<file path="src/rtl/uart_word_recv_if.sv">
// Bus bundle between uart_word_recv, the uart_rx register reader it drives,
// and the word consumer that drains the packed-word FIFO.
interface uart_word_recv_if #(
    parameter int FIFO_DEPTH = 8
);
    localparam int CNT_W = $clog2(FIFO_DEPTH) + 1;

    // uart_rx request/response side
    logic             rx_en;
    logic [3:0]       rx_addr;
    logic [7:0]       rx_data;
    logic             rx_busy;
    logic             rx_done;

    // packed-word consumer side
    logic             word_rd;
    logic [31:0]      word_data;
    logic             word_valid;
    logic [CNT_W-1:0] word_count;

    // The word receiver itself
    modport master (
        output rx_en, rx_addr,
        input  rx_data, rx_busy, rx_done,
        input  word_rd,
        output word_data, word_valid, word_count
    );

    // The environment around it (uart_rx plus the word consumer)
    modport slave (
        input  rx_en, rx_addr,
        output rx_data, rx_busy, rx_done,
        output word_rd,
        input  word_data, word_valid, word_count
    );
endinterface

</file>
<file path="src/rtl/uart_word_recv.sv">
// Polls the AXI UART Lite status register through uart_rx, reads one RX byte
// whenever the RX-valid bit is set, packs four bytes into a 32-bit word and
// queues the words in a first-word-fall-through FIFO for the core to drain.
module uart_word_recv #(
    parameter int         FIFO_DEPTH = 8,
    parameter bit         BIG_ENDIAN = 1'b1,
    parameter logic [3:0] STAT_ADDR  = 4'h8,
    parameter logic [3:0] RXF_ADDR   = 4'h0
) (
    input logic             clk,
    input logic             rst,
    uart_word_recv_if.master bus
);
    localparam int AW = $clog2(FIFO_DEPTH);
    localparam int CW = AW + 1;

    typedef enum logic [2:0] {
        IDLE,
        STAT_REQ,
        STAT_WAIT,
        DATA_REQ,
        DATA_WAIT
    } state_t;

    state_t        state;
    state_t        state_nxt;

    logic [1:0]    byte_cnt;
    logic [7:0]    byte0;
    logic [7:0]    byte1;
    logic [7:0]    byte2;
    logic          byte_wr;
    logic          push;
    logic          pop;
    logic [31:0]   word_in;

    logic [31:0]   mem [FIFO_DEPTH];
    logic [AW-1:0] wr_ptr;
    logic [AW-1:0] rd_ptr;
    logic [CW-1:0] count;
    logic          full;
    logic          empty;

    // Byte order inside the word: first received byte is b0.
    function automatic logic [31:0] pack_word(input logic [7:0] b0,
                                              input logic [7:0] b1,
                                              input logic [7:0] b2,
                                              input logic [7:0] b3);
        logic [31:0] w;
        if (BIG_ENDIAN) w = {b0, b1, b2, b3};
        else            w = {b3, b2, b1, b0};
        return w;
    endfunction

    assign full    = (count == CW'(FIFO_DEPTH));
    assign empty   = (count == '0);
    assign word_in = pack_word(byte0, byte1, byte2, bus.rx_data);
    assign pop     = bus.word_rd && !empty;

    // Request outputs decode straight from the state, so the address stays put
    // for the whole life of an outstanding read.
    assign bus.rx_en   = (state == STAT_REQ) || (state == DATA_REQ);
    assign bus.rx_addr = ((state == DATA_REQ) || (state == DATA_WAIT)) ? RXF_ADDR : STAT_ADDR;

    assign bus.word_data  = empty ? 32'd0 : mem[rd_ptr];
    assign bus.word_valid = !empty;
    assign bus.word_count = count;

    // FSM state register
    always_ff @(posedge clk) begin
        if (rst) state <= IDLE;
        else     state <= state_nxt;
    end

    // Next-state logic; rx_done outside the two WAIT states is a stale
    // completion from before a reset and is deliberately ignored.
    always_comb begin
        state_nxt = state;
        byte_wr   = 1'b0;
        push      = 1'b0;
        unique case (state)
            IDLE: begin
                // Only the word-completing byte needs a free FIFO slot.
                if (!bus.rx_busy && ((byte_cnt != 2'd3) || !full))
                    state_nxt = STAT_REQ;
            end
            STAT_REQ: begin
                state_nxt = STAT_WAIT;
            end
            STAT_WAIT: begin
                if (bus.rx_done)
                    state_nxt = bus.rx_data[0] ? DATA_REQ : IDLE;
            end
            DATA_REQ: begin
                state_nxt = DATA_WAIT;
            end
            DATA_WAIT: begin
                if (bus.rx_done) begin
                    byte_wr   = 1'b1;
                    push      = (byte_cnt == 2'd3) && !full;
                    state_nxt = IDLE;
                end
            end
            default: state_nxt = IDLE;
        endcase
    end

    // Byte slot counter; wraps 3 -> 0 as the word is pushed.
    always_ff @(posedge clk) begin
        if (rst)          byte_cnt <= 2'd0;
        else if (byte_wr) byte_cnt <= byte_cnt + 2'd1;
    end

    // Holding registers for the first three bytes; the fourth goes straight in.
    always_ff @(posedge clk) begin
        if (byte_wr) begin
            case (byte_cnt)
                2'd0:    byte0 <= bus.rx_data;
                2'd1:    byte1 <= bus.rx_data;
                2'd2:    byte2 <= bus.rx_data;
                default: ;
            endcase
        end
    end

    // FIFO pointers and occupancy; simultaneous push and pop leaves count alone.
    always_ff @(posedge clk) begin
        if (rst) begin
            wr_ptr <= '0;
            rd_ptr <= '0;
            count  <= '0;
        end else begin
            if (push) wr_ptr <= wr_ptr + AW'(1);
            if (pop)  rd_ptr <= rd_ptr + AW'(1);
            count <= count + CW'(push) - CW'(pop);
        end
    end

    // FIFO storage; contents are don't-care until written.
    always_ff @(posedge clk) begin
        if (push) mem[wr_ptr] <= word_in;
    end
endmodule

</file>
<file path="src/flat_wrapper.sv">
// flat-port wrapper written by rule: the top's interface ports become plain ports
module uart_word_recv_flat 
#(
    parameter int         FIFO_DEPTH = 8,
    parameter bit         BIG_ENDIAN = 1'b1,
    parameter logic [3:0] STAT_ADDR  = 4'h8,
    parameter logic [3:0] RXF_ADDR   = 4'h0
)
  (clk, rst, bus_rx_en, bus_rx_addr, bus_rx_data, bus_rx_busy, bus_rx_done, bus_word_rd, bus_word_data, bus_word_valid, bus_word_count);
  uart_word_recv_if #(.FIFO_DEPTH(FIFO_DEPTH)) bus_i ();
  input logic clk;
  input logic rst;
  output wire logic [$bits(bus_i.rx_en)-1:0] bus_rx_en;
  output wire logic [$bits(bus_i.rx_addr)-1:0] bus_rx_addr;
  input wire logic [$bits(bus_i.rx_data)-1:0] bus_rx_data;
  input wire logic [$bits(bus_i.rx_busy)-1:0] bus_rx_busy;
  input wire logic [$bits(bus_i.rx_done)-1:0] bus_rx_done;
  input wire logic [$bits(bus_i.word_rd)-1:0] bus_word_rd;
  output wire logic [$bits(bus_i.word_data)-1:0] bus_word_data;
  output wire logic [$bits(bus_i.word_valid)-1:0] bus_word_valid;
  output wire logic [$bits(bus_i.word_count)-1:0] bus_word_count;
  assign bus_rx_en = bus_i.rx_en;
  assign bus_rx_addr = bus_i.rx_addr;
  assign bus_i.rx_data = bus_rx_data;
  assign bus_i.rx_busy = bus_rx_busy;
  assign bus_i.rx_done = bus_rx_done;
  assign bus_i.word_rd = bus_word_rd;
  assign bus_word_data = bus_i.word_data;
  assign bus_word_valid = bus_i.word_valid;
  assign bus_word_count = bus_i.word_count;
  uart_word_recv #(.FIFO_DEPTH(FIFO_DEPTH), .BIG_ENDIAN(BIG_ENDIAN), .STAT_ADDR(STAT_ADDR), .RXF_ADDR(RXF_ADDR)) u_core (.clk(clk), .rst(rst), .bus(bus_i));
endmodule
</file>
<file path="config.mk">
export PLATFORM = sky130hd
export DESIGN_NAME = uart_word_recv_flat
export DESIGN_NICKNAME = d
export VERILOG_FILES = /design/src/rtl/uart_word_recv_if.sv /design/src/rtl/uart_word_recv.sv /design/src/flat_wrapper.sv
export SDC_FILE = /design/constraint.sdc
export NUM_CORES = 1
export LEC_CHECK = 0
export CELL_PAD_IN_SITES_DETAIL_PLACEMENT = 1
export CELL_PAD_IN_SITES_GLOBAL_PLACEMENT = 1
export CORE_ASPECT_RATIO = 1.4
export CORE_MARGIN = 2
export CORE_UTILIZATION = 40
export DETAILED_ROUTE_END_ITERATION = 10
export GPL_TIMING_DRIVEN = 0
export PLACE_DENSITY = 0.73
export REMOVE_ABC_BUFFERS = 1
export SLEW_MARGIN = 15
export SYNTH_ARGS = -nofsm -noshare
export SYNTH_HDL_FRONTEND = slang
export SYNTH_SLANG_ARGS = --single-unit
</file>
<file path="constraint.sdc">
create_clock -name clk -period 5.06 [get_ports clk]
set_input_delay 0.759 -clock clk [delete_from_list [all_inputs] [get_ports clk]]
set_output_delay 0.759 -clock clk [all_outputs]
set_load 0.02 [all_outputs]
</file>
==> impl_results.md <==
* Cell depth of the worst flop-to-flop path at 6
* Logic pwr share at 0.240
* Result of the run: completed
* Worst IR drop on VDD at 290 uV
* Filler Cells Inserted at between 2000 and 3000
* Data required time of the worst path at 4300 ps
* Antenna diode count at 0
* Final setup violation count at 0
* Routed via count divided by cell count at 5.40
* CP max-delay cell: sky130_fd_sc_hd__clkdlybuf4s50_1
* Fraction of power consumed by the clock network at 0.328
* Sequential cell area fraction in the yosys report at 0.765
* Sequential share of power at 0.432
* Placer congestion estimate at a little over 0.7
* CP arrival at 2920 ps
* Share of the synthesized area in the top cell type at 0.733
* Grt total ovfl at 0
* Initial Utilization at 0.405
* Flip-flop and latch count after synthesis at 298
* Worst hold stages at 2
* Height of the die at approximately 200 um
* Routed Wire Length at 24.5 mm
* Worst-Margin Slew at just over 800 ps
* Largest area contributor in the netlist: sky130_fd_sc_hd__edfxtp_1
* Max-slew headroom at the worst pin at 0.455
* Total DRC errors in the routed layout at 0
* Pin count of the biggest net entering global routing at between 50 and 60
* Commonest non-fill, non-tap cells in the layout: sky130_fd_sc_hd__edfxtp_1, sky130_fd_sc_hd__clkdlybuf4s50_1, sky130_fd_sc_hd__mux4_2
* Number of detailed-route iterations in the first pass at 5
* Cell area after synthesis at 11500 um2
* TritonCTS clock tree: done
* Routed wire length on met3 at 911 um
* Global-route wire length before repair at 37.2 mm
* Via Count at 5399
* Synth cell types at 45
* Clock skew at 14.4 ps
* Instance count of the mapped netlist at 520
* Final Hold Fails at 0
* Max incr delay on CP at between 600 and 700 ps
* Floorplan die area at approximately 30000 um2
* Setup repair after global routing missed its margin: false
* Clock latency on the worst-skew pair at 540 ps
* GRT Util Overall at 0.166
* Crit path cell chain: inv_1 > ha_1 > nor3b_4 > inv_2 > and2_4 > a22o_1 > clkdlybuf4s50_1
* Worst path bufs/invs at 3
* Top routing layer in use: met4
* Maximum level of the CTS H-tree at 1
* Top cells by area, synth: sky130_fd_sc_hd__edfxtp_1, sky130_fd_sc_hd__mux4_2, sky130_fd_sc_hd__mux4_1
* Hold Path Class: reg2reg
* Switching Fraction at 0.265
* Layout Nets at ~630
* M1 wire length at about 10 mm
* Hold buffer count at cts at 0
* TritonCTS sink count at 298
* Max Root-Sink Buffers at 3
* Clk pin slew, worst setup/hold paths at 60 ps
* Number of post-CTS setup repair buffers at 0
* Number of top-level design ports at 55
* Max_cap viols at 0
* Number of gates on the worst path with buffers counted at 7
* Number of cells upsized or downsized after cts at 0
* Critical path class: reg2out
* CTS buffer count at 28
* Mean Syn Cell Area at 22.1 um2
* Cell Area, Placed at 12700 um2
* Flip-flop cell with the highest count after synthesis: sky130_fd_sc_hd__edfxtp_1
* Iteration-0 DRC Markers at between 300 and 400
* Detailed-routed wire length on met2 at 13.1 mm
* Areal power density over the cells at about 470 nW/um2
* Core Region at approximately 28000 um2
* Synth warnings at 0
* Biggest fanout along the worst timing path at 32
* Pint at 4.65 mW
* Average routed wire per standard cell at 24.5 um
* Kind of cell with the highest combined delay on the critical path: buffers and inverters
* Most common library cell in the layout ignoring fill and taps: sky130_fd_sc_hd__edfxtp_1
* Rows at 73
* IO Port Bufs at 51
* Antenna violations before repair at 0
* Clock tree root driver cell: sky130_fd_sc_hd__clkbuf_16
* Max Clk Rate at 272 MHz
* Shortest period the worst path allows at 3680 ps
* Syn-to-layout area delta at 18.4%
* Final cell area excluding filler cells at around 14000 um2
* Leakage component of the power at 4.35 nW
* Final Power at 6.33 mW
* Category of the worst setup path capture point: output pin
* Detail Route Antenna Nets at 0
* Number of global-route vias before repair at 6008
* Total count of max-transition violations in the final report at 0
* Layout cell share with drive strength beyond 1 at 0.202
* Die outline width at 147 um
* EDFF count, synth at 280
* Nature of the critical path startpoint: flip-flop
* P_sw at 1.68 mW
* Share of the cycle needed by the critical path after routing at 0.727
* Share of async-settable or async-resettable flops after synthesis at 0
* HPWL after detailed placement at 15.3 mm
## stage by stage
stage	setup slack [ps]	instances	utilization	TNS, ps	hold slack (ps)
finish	1380	999	0.480	0	515
CTS	1310	999	0.480	0	507
floorplan	839	495	-	0	464
detailed placement	1240	947	0.447	0	494
global placement	-2100	921	0.432	-296070	483
global route	1230	999	0.480	0	567
## path summary, 6_finish.rpt
path,end,start,slack (ps)
min reg2reg,flip-flop,u_core.rd_ptr[1],520
min,flip-flop,u_core.rd_ptr[1],520
max reg2reg,u_core.mem[2][9],u_core.state[1],2160
max,bus_word_data[28],u_core.bus.word_count[2],1380
## metal layers
metal | track usage | up-vias
met5 | 0 | -
met4 | 0.0453 | 0
met3 | 0.0219 | 31
met2 | 0.299 | 116
met1 | 0.211 | 2921
li1 | - | 2331
## flip-flops by register name (all words and copies together) (netlist names), named ones only
signal and cells:
u_core.state 3, u_core.byte_cnt 2, u_core.mem 256, u_core.byte0 8, u_core.byte1 8, u_core.wr_ptr 3
u_core.byte2 8, u_core.bus.word_count 4, u_core.rd_ptr 3
## tightest hold or removal path: stages, from the launching register on
cell                      delay [ps]
sky130_fd_sc_hd__dfxtp_1         320
sky130_fd_sc_hd__o21ai_0          70
sky130_fd_sc_hd__a21oi_1          80
## final cells by class
type | instances | area [um2] | share of cell area
Timing Repair Buffer | 77 | 870 | 0.0640
Inverter | 14 | 52.6 | 0.00387
Sequential cell | 298 | 8780 | 0.646
Clock buffer | 35 | 748 | 0.0551
Multi-Input combinational cell | 183 | 2500 | 0.184
Tap cell | 375 | 469 | 0.0346
Clock inverter | 17 | 165 | 0.0122
## synth_stat cells (4+ instances only)
| master | number |
|---|---|
| sky130_fd_sc_hd__a22o_1 | 32 |
| sky130_fd_sc_hd__clkbuf_1 | 5 |
| sky130_fd_sc_hd__edfxtp_1 | 280 |
| sky130_fd_sc_hd__inv_1 | 13 |
| sky130_fd_sc_hd__mux4_1 | 23 |
| sky130_fd_sc_hd__buf_2 | 5 |
| sky130_fd_sc_hd__nor3_1 | 5 |
| sky130_fd_sc_hd__dfxtp_1 | 18 |
| sky130_fd_sc_hd__buf_6 | 8 |
| sky130_fd_sc_hd__a21oi_1 | 5 |
| sky130_fd_sc_hd__nand3_1 | 4 |
| sky130_fd_sc_hd__nor2b_1 | 7 |
| sky130_fd_sc_hd__ha_1 | 12 |
| sky130_fd_sc_hd__nor2_1 | 17 |
| sky130_fd_sc_hd__mux4_2 | 41 |
## power groups by stage
| stage | registers, mW | logic [mW] | clock network [mW] |
|---|---|---|---|
| after floorplan | 2.87 | 0.808 | 0 |
| after global placement | 2.91 | 1.37 | 0 |
| final | 2.74 | 1.52 | 2.08 |
| after detailed placement | 2.79 | 1.54 | 0 |
| after global routing | 2.74 | 1.62 | 2.20 |
| after CTS | 2.74 | 1.55 | 2.12 |
## cell families after synthesis
logic type | Yosys count | synth area share
xor+xnor | 2 | 0.00153
buf+inv | 41 | 0.0232
mux | 69 | 0.138
other cells | 1 | 0.000327
fa+ha+maj | 13 | 0.0148
simple gates | 50 | 0.0252
flops | 298 | 0.765
compound gates | 46 | 0.0323
(Power assumes the default switching activity.)
